==> src/rtl/dec_sched_if.sv <==
`default_nettype none
// ============================================================================
// Module   : dec_sched_if
// Purpose  : Source-side and engine-side signal bundle for dec_sched.
// Revision : 1.0
// ============================================================================
interface dec_sched_if #(
    parameter int D_WIDTH = 8
);
    logic [1:0]         alg_i;
    logic [D_WIDTH-1:0] data_i;
    logic               valid_i;
    logic               ready_o;

    logic [D_WIDTH-1:0] data0_o;
    logic [D_WIDTH-1:0] data1_o;
    logic [D_WIDTH-1:0] data2_o;
    logic               valid0_o;
    logic               valid1_o;
    logic               valid2_o;
    logic               busy0_i;
    logic               busy1_i;
    logic               busy2_i;

    logic [1:0]         sel_o;
    logic               msg_done_o;
    logic               err_o;

    modport slave (
        input  alg_i, data_i, valid_i, busy0_i, busy1_i, busy2_i,
        output ready_o, data0_o, data1_o, data2_o, valid0_o, valid1_o, valid2_o,
        output sel_o, msg_done_o, err_o
    );

    modport master (
        output alg_i, data_i, valid_i, busy0_i, busy1_i, busy2_i,
        input  ready_o, data0_o, data1_o, data2_o, valid0_o, valid1_o, valid2_o,
        input  sel_o, msg_done_o, err_o
    );
endinterface
`default_nettype wire

==> src/rtl/dec_sched.sv <==
`default_nettype none
// ============================================================================
// Module   : dec_sched
// Purpose  : Routes encrypted messages to one of three decryption engines and
//            tracks each message until the engine has finished with it.
// Revision : 1.0
// ============================================================================
module dec_sched #(
    parameter int                 D_WIDTH = 8,
    parameter logic [D_WIDTH-1:0] TERM    = 8'hFA,
    parameter int                 MAX_LEN = 50,
    parameter int                 TO_CYC  = 16
) (
    input  wire logic  clk,
    input  wire logic  rst_n,
    dec_sched_if.slave ifc
);

    typedef enum logic [2:0] {
        S_IDLE      = 3'd0,
        S_LOAD      = 3'd1,
        S_WAIT_BUSY = 3'd2,
        S_WAIT_IDLE = 3'd3,
        S_DONE      = 3'd4,
        S_ERR       = 3'd5
    } state_t;

    localparam logic [5:0] C_LAST_CNT = 6'(MAX_LEN - 1);
    localparam logic [7:0] C_TO_LIMIT = 8'(TO_CYC);

    state_t                   r_state;
    state_t                   w_next_state;
    logic [1:0]               r_sel;
    logic [5:0]               r_char_cnt;
    logic [7:0]               r_to_cnt;
    logic                     r_done;
    logic                     r_err;
    logic [2:0]               r_valid;
    logic [2:0][D_WIDTH-1:0]  r_data;

    logic                     w_xfer;
    logic                     w_fwd;
    logic                     w_illegal;
    logic [1:0]               w_fwd_sel;
    logic [2:0]               w_hit;
    logic                     w_busy_sel;

    assign ifc.ready_o = rst_n && ((r_state == S_IDLE) || (r_state == S_LOAD));
    assign w_xfer      = ifc.valid_i && ifc.ready_o;

    // The first character of a message picks the engine; later ones follow r_sel.
    assign w_fwd_sel = (r_state == S_IDLE) ? ifc.alg_i : r_sel;
    assign w_hit     = w_fwd ? (3'b001 << w_fwd_sel) : 3'b000;

    always_comb begin
        case (r_sel)
            2'd0:    w_busy_sel = ifc.busy0_i;
            2'd1:    w_busy_sel = ifc.busy1_i;
            default: w_busy_sel = ifc.busy2_i;
        endcase
    end

    always_comb begin
        w_next_state = r_state;
        w_fwd        = 1'b0;
        w_illegal    = 1'b0;
        case (r_state)
            S_IDLE: begin
                if (w_xfer) begin
                    if (ifc.alg_i == 2'd3) begin
                        w_illegal = 1'b1;
                    end else begin
                        w_fwd        = 1'b1;
                        w_next_state = (ifc.data_i == TERM) ? S_WAIT_BUSY : S_LOAD;
                    end
                end
            end
            S_LOAD: begin
                if (w_xfer) begin
                    w_fwd = 1'b1;
                    if (ifc.data_i == TERM) begin
                        w_next_state = S_WAIT_BUSY;
                    end else if (r_char_cnt == C_LAST_CNT) begin
                        w_next_state = S_ERR;
                    end
                end
            end
            S_WAIT_BUSY: begin
                if (w_busy_sel) begin
                    w_next_state = S_WAIT_IDLE;
                end else if (r_to_cnt == C_TO_LIMIT) begin
                    w_next_state = S_ERR;
                end
            end
            S_WAIT_IDLE: begin
                if (!w_busy_sel) begin
                    w_next_state = S_DONE;
                end
            end
            S_DONE:  w_next_state = S_IDLE;
            S_ERR:   w_next_state = S_IDLE;
            default: w_next_state = S_IDLE;
        endcase
    end

    always_ff @(posedge clk) begin
        if (!rst_n) begin
            r_state    <= S_IDLE;
            r_sel      <= 2'd0;
            r_char_cnt <= 6'd0;
            r_to_cnt   <= 8'd0;
            r_done     <= 1'b0;
            r_err      <= 1'b0;
            r_valid    <= 3'b000;
            r_data     <= '0;
        end else begin
            r_state <= w_next_state;
            // Pulses are registered so they coincide with the DONE/ERR state cycle.
            r_done  <= (w_next_state == S_DONE);
            r_err   <= (w_next_state == S_ERR) || w_illegal;

            if (w_fwd && (r_state == S_IDLE)) begin
                r_sel      <= ifc.alg_i;
                r_char_cnt <= 6'd1;
            end else if (w_fwd) begin
                r_char_cnt <= r_char_cnt + 6'd1;
            end

            if (r_state != S_WAIT_BUSY) begin
                r_to_cnt <= 8'd0;
            end else if (r_to_cnt != C_TO_LIMIT) begin
                r_to_cnt <= r_to_cnt + 8'd1;
            end

            for (int n = 0; n < 3; n++) begin
                r_valid[n] <= w_hit[n];
                r_data[n]  <= w_hit[n] ? ifc.data_i : '0;
            end
        end
    end

    assign ifc.sel_o      = r_sel;
    assign ifc.msg_done_o = r_done;
    assign ifc.err_o      = r_err;
    assign ifc.valid0_o   = r_valid[0];
    assign ifc.valid1_o   = r_valid[1];
    assign ifc.valid2_o   = r_valid[2];
    assign ifc.data0_o    = r_data[0];
    assign ifc.data1_o    = r_data[1];
    assign ifc.data2_o    = r_data[2];

endmodule
`default_nettype wire

==> src/flat_wrapper.sv <==
// flat-port wrapper written by rule: the top's interface ports become plain ports
module dec_sched_flat 
#(
    parameter int                 D_WIDTH = 8,
    parameter logic [D_WIDTH-1:0] TERM    = 8'hFA,
    parameter int                 MAX_LEN = 50,
    parameter int                 TO_CYC  = 16
)
  (clk, rst_n, ifc_alg_i, ifc_data_i, ifc_valid_i, ifc_busy0_i, ifc_busy1_i, ifc_busy2_i, ifc_ready_o, ifc_data0_o, ifc_data1_o, ifc_data2_o, ifc_valid0_o, ifc_valid1_o, ifc_valid2_o, ifc_sel_o, ifc_msg_done_o, ifc_err_o);
  dec_sched_if #(.D_WIDTH(D_WIDTH)) ifc_i ();
  input  wire logic clk;
  input  wire logic rst_n;
  input wire logic [$bits(ifc_i.alg_i)-1:0] ifc_alg_i;
  input wire logic [$bits(ifc_i.data_i)-1:0] ifc_data_i;
  input wire logic [$bits(ifc_i.valid_i)-1:0] ifc_valid_i;
  input wire logic [$bits(ifc_i.busy0_i)-1:0] ifc_busy0_i;
  input wire logic [$bits(ifc_i.busy1_i)-1:0] ifc_busy1_i;
  input wire logic [$bits(ifc_i.busy2_i)-1:0] ifc_busy2_i;
  output wire logic [$bits(ifc_i.ready_o)-1:0] ifc_ready_o;
  output wire logic [$bits(ifc_i.data0_o)-1:0] ifc_data0_o;
  output wire logic [$bits(ifc_i.data1_o)-1:0] ifc_data1_o;
  output wire logic [$bits(ifc_i.data2_o)-1:0] ifc_data2_o;
  output wire logic [$bits(ifc_i.valid0_o)-1:0] ifc_valid0_o;
  output wire logic [$bits(ifc_i.valid1_o)-1:0] ifc_valid1_o;
  output wire logic [$bits(ifc_i.valid2_o)-1:0] ifc_valid2_o;
  output wire logic [$bits(ifc_i.sel_o)-1:0] ifc_sel_o;
  output wire logic [$bits(ifc_i.msg_done_o)-1:0] ifc_msg_done_o;
  output wire logic [$bits(ifc_i.err_o)-1:0] ifc_err_o;
  assign ifc_i.alg_i = ifc_alg_i;
  assign ifc_i.data_i = ifc_data_i;
  assign ifc_i.valid_i = ifc_valid_i;
  assign ifc_i.busy0_i = ifc_busy0_i;
  assign ifc_i.busy1_i = ifc_busy1_i;
  assign ifc_i.busy2_i = ifc_busy2_i;
  assign ifc_ready_o = ifc_i.ready_o;
  assign ifc_data0_o = ifc_i.data0_o;
  assign ifc_data1_o = ifc_i.data1_o;
  assign ifc_data2_o = ifc_i.data2_o;
  assign ifc_valid0_o = ifc_i.valid0_o;
  assign ifc_valid1_o = ifc_i.valid1_o;
  assign ifc_valid2_o = ifc_i.valid2_o;
  assign ifc_sel_o = ifc_i.sel_o;
  assign ifc_msg_done_o = ifc_i.msg_done_o;
  assign ifc_err_o = ifc_i.err_o;
  dec_sched #(.D_WIDTH(D_WIDTH), .TERM(TERM), .MAX_LEN(MAX_LEN), .TO_CYC(TO_CYC)) u_core (.clk(clk), .rst_n(rst_n), .ifc(ifc_i));
endmodule
==> config.mk <==
export PLATFORM = sky130hd
export DESIGN_NAME = dec_sched_flat
export DESIGN_NICKNAME = d
export VERILOG_FILES = /design/src/rtl/dec_sched_if.sv /design/src/rtl/dec_sched.sv /design/src/flat_wrapper.sv
export SDC_FILE = /design/constraint.sdc
export NUM_CORES = 1
export LEC_CHECK = 0
export CAP_MARGIN = 0
export CORE_MARGIN = 2
export CORE_UTILIZATION = 51
export CTS_CLUSTER_DIAMETER = 80
export DETAILED_ROUTE_END_ITERATION = 12
export PLACE_DENSITY = 0.83
export SLEW_MARGIN = 25
export SYNTH_ARGS = -nofsm -noshare
export SYNTH_HDL_FRONTEND = slang
export SYNTH_SLANG_ARGS = --single-unit
==> constraint.sdc <==
create_clock -name clk -period 2.9 [get_ports clk]
set_input_delay 0.435 -clock clk [delete_from_list [all_inputs] [get_ports clk]]
set_output_delay 0.435 -clock clk [all_outputs]
set_load 0.01 [all_outputs]
# Word-level counts from Yosys, hierarchy flattened
# Cells that the tools add are included.
# classes
muxes	22
add_sub_neg	2
bitwise	1
shift	1
n_reduce_logical	13
n_eq_ne	12
# ops
op	count
3-bit two-way mux	9
3-bit one-hot mux with 4 select lines	1
8-bit by 1-bit adder with 8-bit output (second input constant)	1
8-bit by 5-bit == test with 1-bit output (second input constant)	1
8-bit == test (second input constant)	1
1-bit two-way mux	8
8-bit by 5-bit != test with 1-bit output (second input constant)	1
6-bit by 1-bit adder with 6-bit output (second input constant)	1
3-bit by 2-bit == test with 1-bit output (second input constant)	2
3-bit == test (second input constant)	2
6-bit == test (second input constant)	1
2-bit AND reduction	3
2-bit two-way mux	2
1-bit one-hot mux with 2 select lines	2
2-bit OR reduction	2
3-bit by 1-bit == test with 1-bit output (second input constant)	1
1-bit logical AND	3
3-bit logical NOT	1
3-bit by 2-bit != test with 1-bit output (second input constant)	1
1-bit by 2-bit << shifter with 3-bit output (first input constant)	1
2-bit by 1-bit == test with 1-bit output (second input constant)	1
2-bit == test (second input constant)	1
2-bit logical NOT	1
1-bit logical OR	2
2 further kinds	2
# word_totals
out_inout_bits	32
in_bits	16
regBits	48

# Depth between registers and ports, before layout
# logic_depth
word_depth	8
mapped_depth	7
depth_no_buf	7

# Least setup slack after synthesis
# No wires, ideal clock.
# synth_path
path_type	reg2reg
from	register u_core.r_to_cnt[0]
to	register u_core.r_err, in the netlist u_core.ifc.err_o
slack_ns	1.387
t_arrival_ns	1.382
setup_ns	0.131
required_ns	2.769
synth_period_minus_slack_ns	1.513
stages_incl_launch_ff	8
path_cell_list	dfxtp_1 > inv_1 > ha_1 > and4bb_1 > nand2_2 > o2bb2a_4 > a31oi_1 > o32ai_1
# synth_via
elab_chain_len	6
# synth_lines
element	line	text
start: declaration	dec_sched.sv:35	logic [7:0] r_to_cnt;
start signal: assignment	dec_sched.sv:132	r_to_cnt <= r_to_cnt + 8'd1;
8-bit by 5-bit == test with 1-bit output	dec_sched.sv:91	end else if (r_to_cnt == C_TO_LIMIT) begin
3-bit two-way mux	dec_sched.sv:91	
3-bit two-way mux	dec_sched.sv:89	if (w_busy_sel) begin
3-bit one-hot mux with 4 select lines	dec_sched.sv:67	case (r_state)
3-bit == test	dec_sched.sv:120	r_err <= (w_next_state == S_ERR) || w_illegal;
1-bit logical OR	dec_sched.sv:120	
end signal: assignment	dec_sched.sv:120	
end: declaration	dec_sched.sv:37	logic r_err;
# Every way passes these cells.
# A chain may end at the register's enable or synchronous reset.

# Worst setup path after layout
# layout_path
from	register u_core.r_state[1]
to	output port ifc_ready_o
# layout_via
elab_chain_len	3
word_cells_on_any_way	4
cone_classes	1 x eq/ne; 3 x reduce/logical
# layout_lines
element	line	text
start: declaration	dec_sched.sv:31	state_t r_state;
start signal: assignment	dec_sched.sv:117	r_state <= w_next_state;
3-bit by 1-bit == test with 1-bit output or 3-bit logical NOT (tied branches)	dec_sched.sv:48	assign ifc.ready_o = rst_n && ((r_state == S_IDLE) || (r_state == S_LOAD));
1-bit logical OR (*)	dec_sched.sv:48	
1-bit logical AND (*)	dec_sched.sv:48	
end: declaration	flat_wrapper.sv:19	output wire logic [$bits(ifc_i.ready_o)-1:0] ifc_ready_o;
# Every way passes the cells marked *; elsewhere a longest branch is shown, timed or not.

==> results.txt <==
At the pin with the least slew margin, the transition time is 0.564 ns. The residual overflow from global routing is 0. Entering global routing, the biggest net connects 17 pins. The antenna cell count is 0. The clock slew at the register clock pins of the worst setup and hold paths is 0.14 ns. For the worst setup path, the data arrival time is 1.60 ns. The width of the chip came out at 63.8 um. The max capacitance violation total is 0. The routed design has 3700 um of wire. The placement row count came out at 21.

The post-CTS setup buffer count is 0. The number of nets produced by synthesis is 198. The die boundary height is 63.8 um. The synthesized netlist devotes 5.29% of its cell area to XOR and XNOR gates. The worst setup path is launched from a register. The final instance area is 2430 um2.

The starting utilization of the core area is 53.7%. Leaving out fill and tap cells, the most frequent cell in the layout is dfxtp_1. The TritonCTS clock tree is built. The time the worst path needs with I/O delays and setup came out at 2.04 ns.

In this run the tightest slew margin relative to its limit is 62.0%. Sorting the synthesized cells by area gives the leading types as dfxtp_1, and2_1, nor2_1. The count of buffers inserted at the top-level ports came out at 47. The area of the die came out at 4070 um2. Cells fill 71.7% of the core in the end. The number of sinks driven by the clock tree is 48. The number of warning messages in the yosys log is 0. The final worst setup slack is 0.863 ns. The maximum root-to-sink buffer count came out at 2. The cell area after synthesis came out at 1820 um2. In this run the remaining antenna-violating nets after routing total 0.

The core region is 3390 um2. The share of synthesized area spent on multiplexers came out at 0%. The initial antenna violation count is 0. The total setup violations reported at the end of the flow is 0.

The half-perimeter wire length after detailed placement came out at 2780 um. For the final routed database, the setup TNS stands at 0 ns. The maximum clock frequency is 491 MHz. The switching component of the power is 269 uW.

Setup repair after global routing left no endpoint under its margin. The number of levels the H-tree was split into is 2. The flow ran to the end, and the final reports show no timing, DRC or antenna violations. The count of nets after finishing came out at 251. Cell internal power was estimated by the tool at 917 uW. The detailed router placed 1,427 vias in this run. The number of cells upsized or downsized after cts came out at 0.

The clock tree root buffer cell is clkbuf_4. The number of hold violations in the final report came to 0. The detailed-routing iteration count for the pre-antenna-repair pass is 4. The total DRC errors in the routed layout came out at 0.

The synthesized-area fraction occupied by ao, oa, aoi and oai cells came out at 8.79%. The total routing usage reported by global routing is 19.7%. The overall power consumption came out at 1.19 mW. The fraction of power spent switching nets is 22.7%. The number of filler instances in the final layout is 264. The quantity of hold-fixing buffers added after cts came out at 0.

Summing the areas of all and, or, nand and nor instances in the mapped netlist gives 28.1% of the synthesized area. The proportion of power drawn by combinational gates is 9.0%. The final non-filler cell total came out at 278. During I/O placement, the number of pins put on the boundary was 48. Summing all placed instances gives a cell area of 2340 um2. STA classifies the critical path endpoint as a primary output. In this run the worst path has a maximum fanout of 4.

The relative area change from synthesis to final layout is 33.4%. Across the VDD grid, the largest voltage drop is 328 uV. For this design the static power due to leakage is 0.915 nW. The sequential share of power is 57.6%. The via count of the first global-routing pass came out at 1,460.

The largest area contributor in the netlist is dfxtp_1. In the layout the commonest cells are dfxtp_1, clkdlybuf4s50_1, and2_1. Of the cells placed in the final design, the portion with a size suffix greater than 1 is 8.19%. Of the synthesized area, sequential elements account for 52.7%. The number of DRC violations after detailed-routing iteration 0 is 58.

The worst setup skew after layout came out at 0.00730 ns. Data on the critical path is required at its endpoint by 2.47 ns. Summing the areas of all fa, ha and maj instances in the mapped netlist gives 2.75% of the synthesized area.

By area, the combinational part of the netlist is dominated by simple AND/OR/NAND/NOR gates. The critical path is of the register to primary output type. The number of placed cells counting well taps is 270. The worst setup slack after placement came out at 0.846 ns. The final clock period utilization by the worst path is 70.2%. Synthesis inferred 48 register bits. On the final layout, the worst hold slack is 0.550 ns. The average via count per standard cell is 5.13.

The clock buffer count from CTS came out at 5. At the end of routability-driven placement, the weighted congestion stood at 0.814. The clock reaches the later pin of the worst-skew pair after 0.35 ns. The worst hold path belongs to the class register to register. The first-pass GRT wire length is 6300 um. The mean area per synthesized cell came out at 10.2 um2. The number of distinct standard cells referenced by the synthesized netlist came out at 39. For this design the ratio of total power to cell area is 488 nW/um2. The number of slew-limit violations in the final report is 0.

The share of total power dissipated in the clock network is 33.4%. The number of instances in the synthesized netlist came out at 178. Dividing the detail-routed wire length by the instance count gives 13.3 um. The fraction of synthesized cell area taken by the top area cell type is 52.7%.
per-layer routing:
layer | routed length, um | vias to the layer above | track usage, %
met3 | 173 | 5 | 3.87
met1 | 1510 | 666 | 22.3
met4 | 41 | 0 | 6.79
met5 | 0 | - | 0
li1 | - | 706 | -
met2 | 1970 | 50 | 36.7
critical path, cell delays in order (launching register included):
cell	delay (ns)
dfxtp_1	0.35
nor2_1	0.21
and2_1	0.16
clkdlybuf4s50_1	0.53
path summary, 6_finish.rpt:
path,start,endpoint,slack [ns],cells past startpoint
max,u_core.r_state[1]$_SDFF_PN0_,ifc_ready_o,0.86,3
min,u_core.r_char_cnt[1]$_SDFFE_PP0P_,u_core.r_char_cnt[1]$_SDFFE_PP0P_,0.55,2
max reg2reg,u_core.r_to_cnt[0]$_SDFFE_PP0N_,u_core.ifc.err_o$_SDFF_PN0_,1.18,7
min reg2reg,u_core.r_char_cnt[1]$_SDFFE_PP0P_,u_core.r_char_cnt[1]$_SDFFE_PP0P_,0.55,2
synthesized netlist by cell type (all sizes together):
| cell type | n |
|---|---|
| a311oi | 1 |
| nand4bb | 2 |
| a21oi | 4 |
| a31oi | 3 |
| o221a | 3 |
| nand4 | 3 |
| a21boi | 1 |
| xnor2 | 2 |
| o22ai | 1 |
| ha | 4 |
| o21ai | 1 |
| o2bb2a | 1 |
| nand3b | 2 |
| a211oi | 2 |
| nand2b | 2 |
| nand2 | 7 |
| nor2b | 4 |
| nor4 | 1 |
| xor2 | 9 |
| and3 | 3 |
| or3 | 1 |
| and4bb | 1 |
| and2 | 25 |
| inv | 8 |
| nand4b | 1 |
| nor3 | 2 |
| dfxtp | 48 |
| nor3b | 1 |
| and3b | 1 |
| buf | 2 |
| nor2 | 24 |
| o32ai | 1 |
| nand3 | 7 |
power by group through the flow:
| stage | logic (mW) | registers (mW) | clock network [mW] |
|---|---|---|---|
| 2_1_floorplan | 0.0455 | 0.699 | 0 |
| 3_5_place_dp | 0.107 | 0.698 | 0 |
| 3_3_place_gp | 0.104 | 0.697 | 0 |
| 6_report | 0.107 | 0.683 | 0.396 |
| 5_1_grt | 0.116 | 0.686 | 0.433 |
| 4_1_cts | 0.108 | 0.683 | 0.401 |
registers in the layout, summed over array words and instances, names as in the netlist:
name                   cells
u_core.ifc.data0_o         8
u_core.ifc.data1_o         8
u_core.ifc.data2_o         8
u_core.r_to_cnt            8
u_core.r_char_cnt          6
u_core.r_state             3
u_core.r_valid             3
u_core.ifc.sel_o           2
u_core.ifc.err_o           1
u_core.ifc.msg_done_o      1
cell type report:
cell class	instances	area [um2]	area share, %
multi-input combinational	120	818	33.7
clock buffer	5	37.5	1.54
timing repair buffer	48	478	19.7
sequential	48	961	39.5
clock inverter	3	47.5	1.96
tap	46	57.6	2.37
inverter	8	30.0	1.24
cell families (layout without fill, tap and decap cells):
logic type | count (synthesis) | in the layout
buf+inv | 10 | 64
fa+ha+maj | 4 | 4
xor+xnor | 11 | 11
simple gates | 87 | 87
flops | 48 | 48
compound gates | 18 | 18
Power figures use the tool's default switching activity.
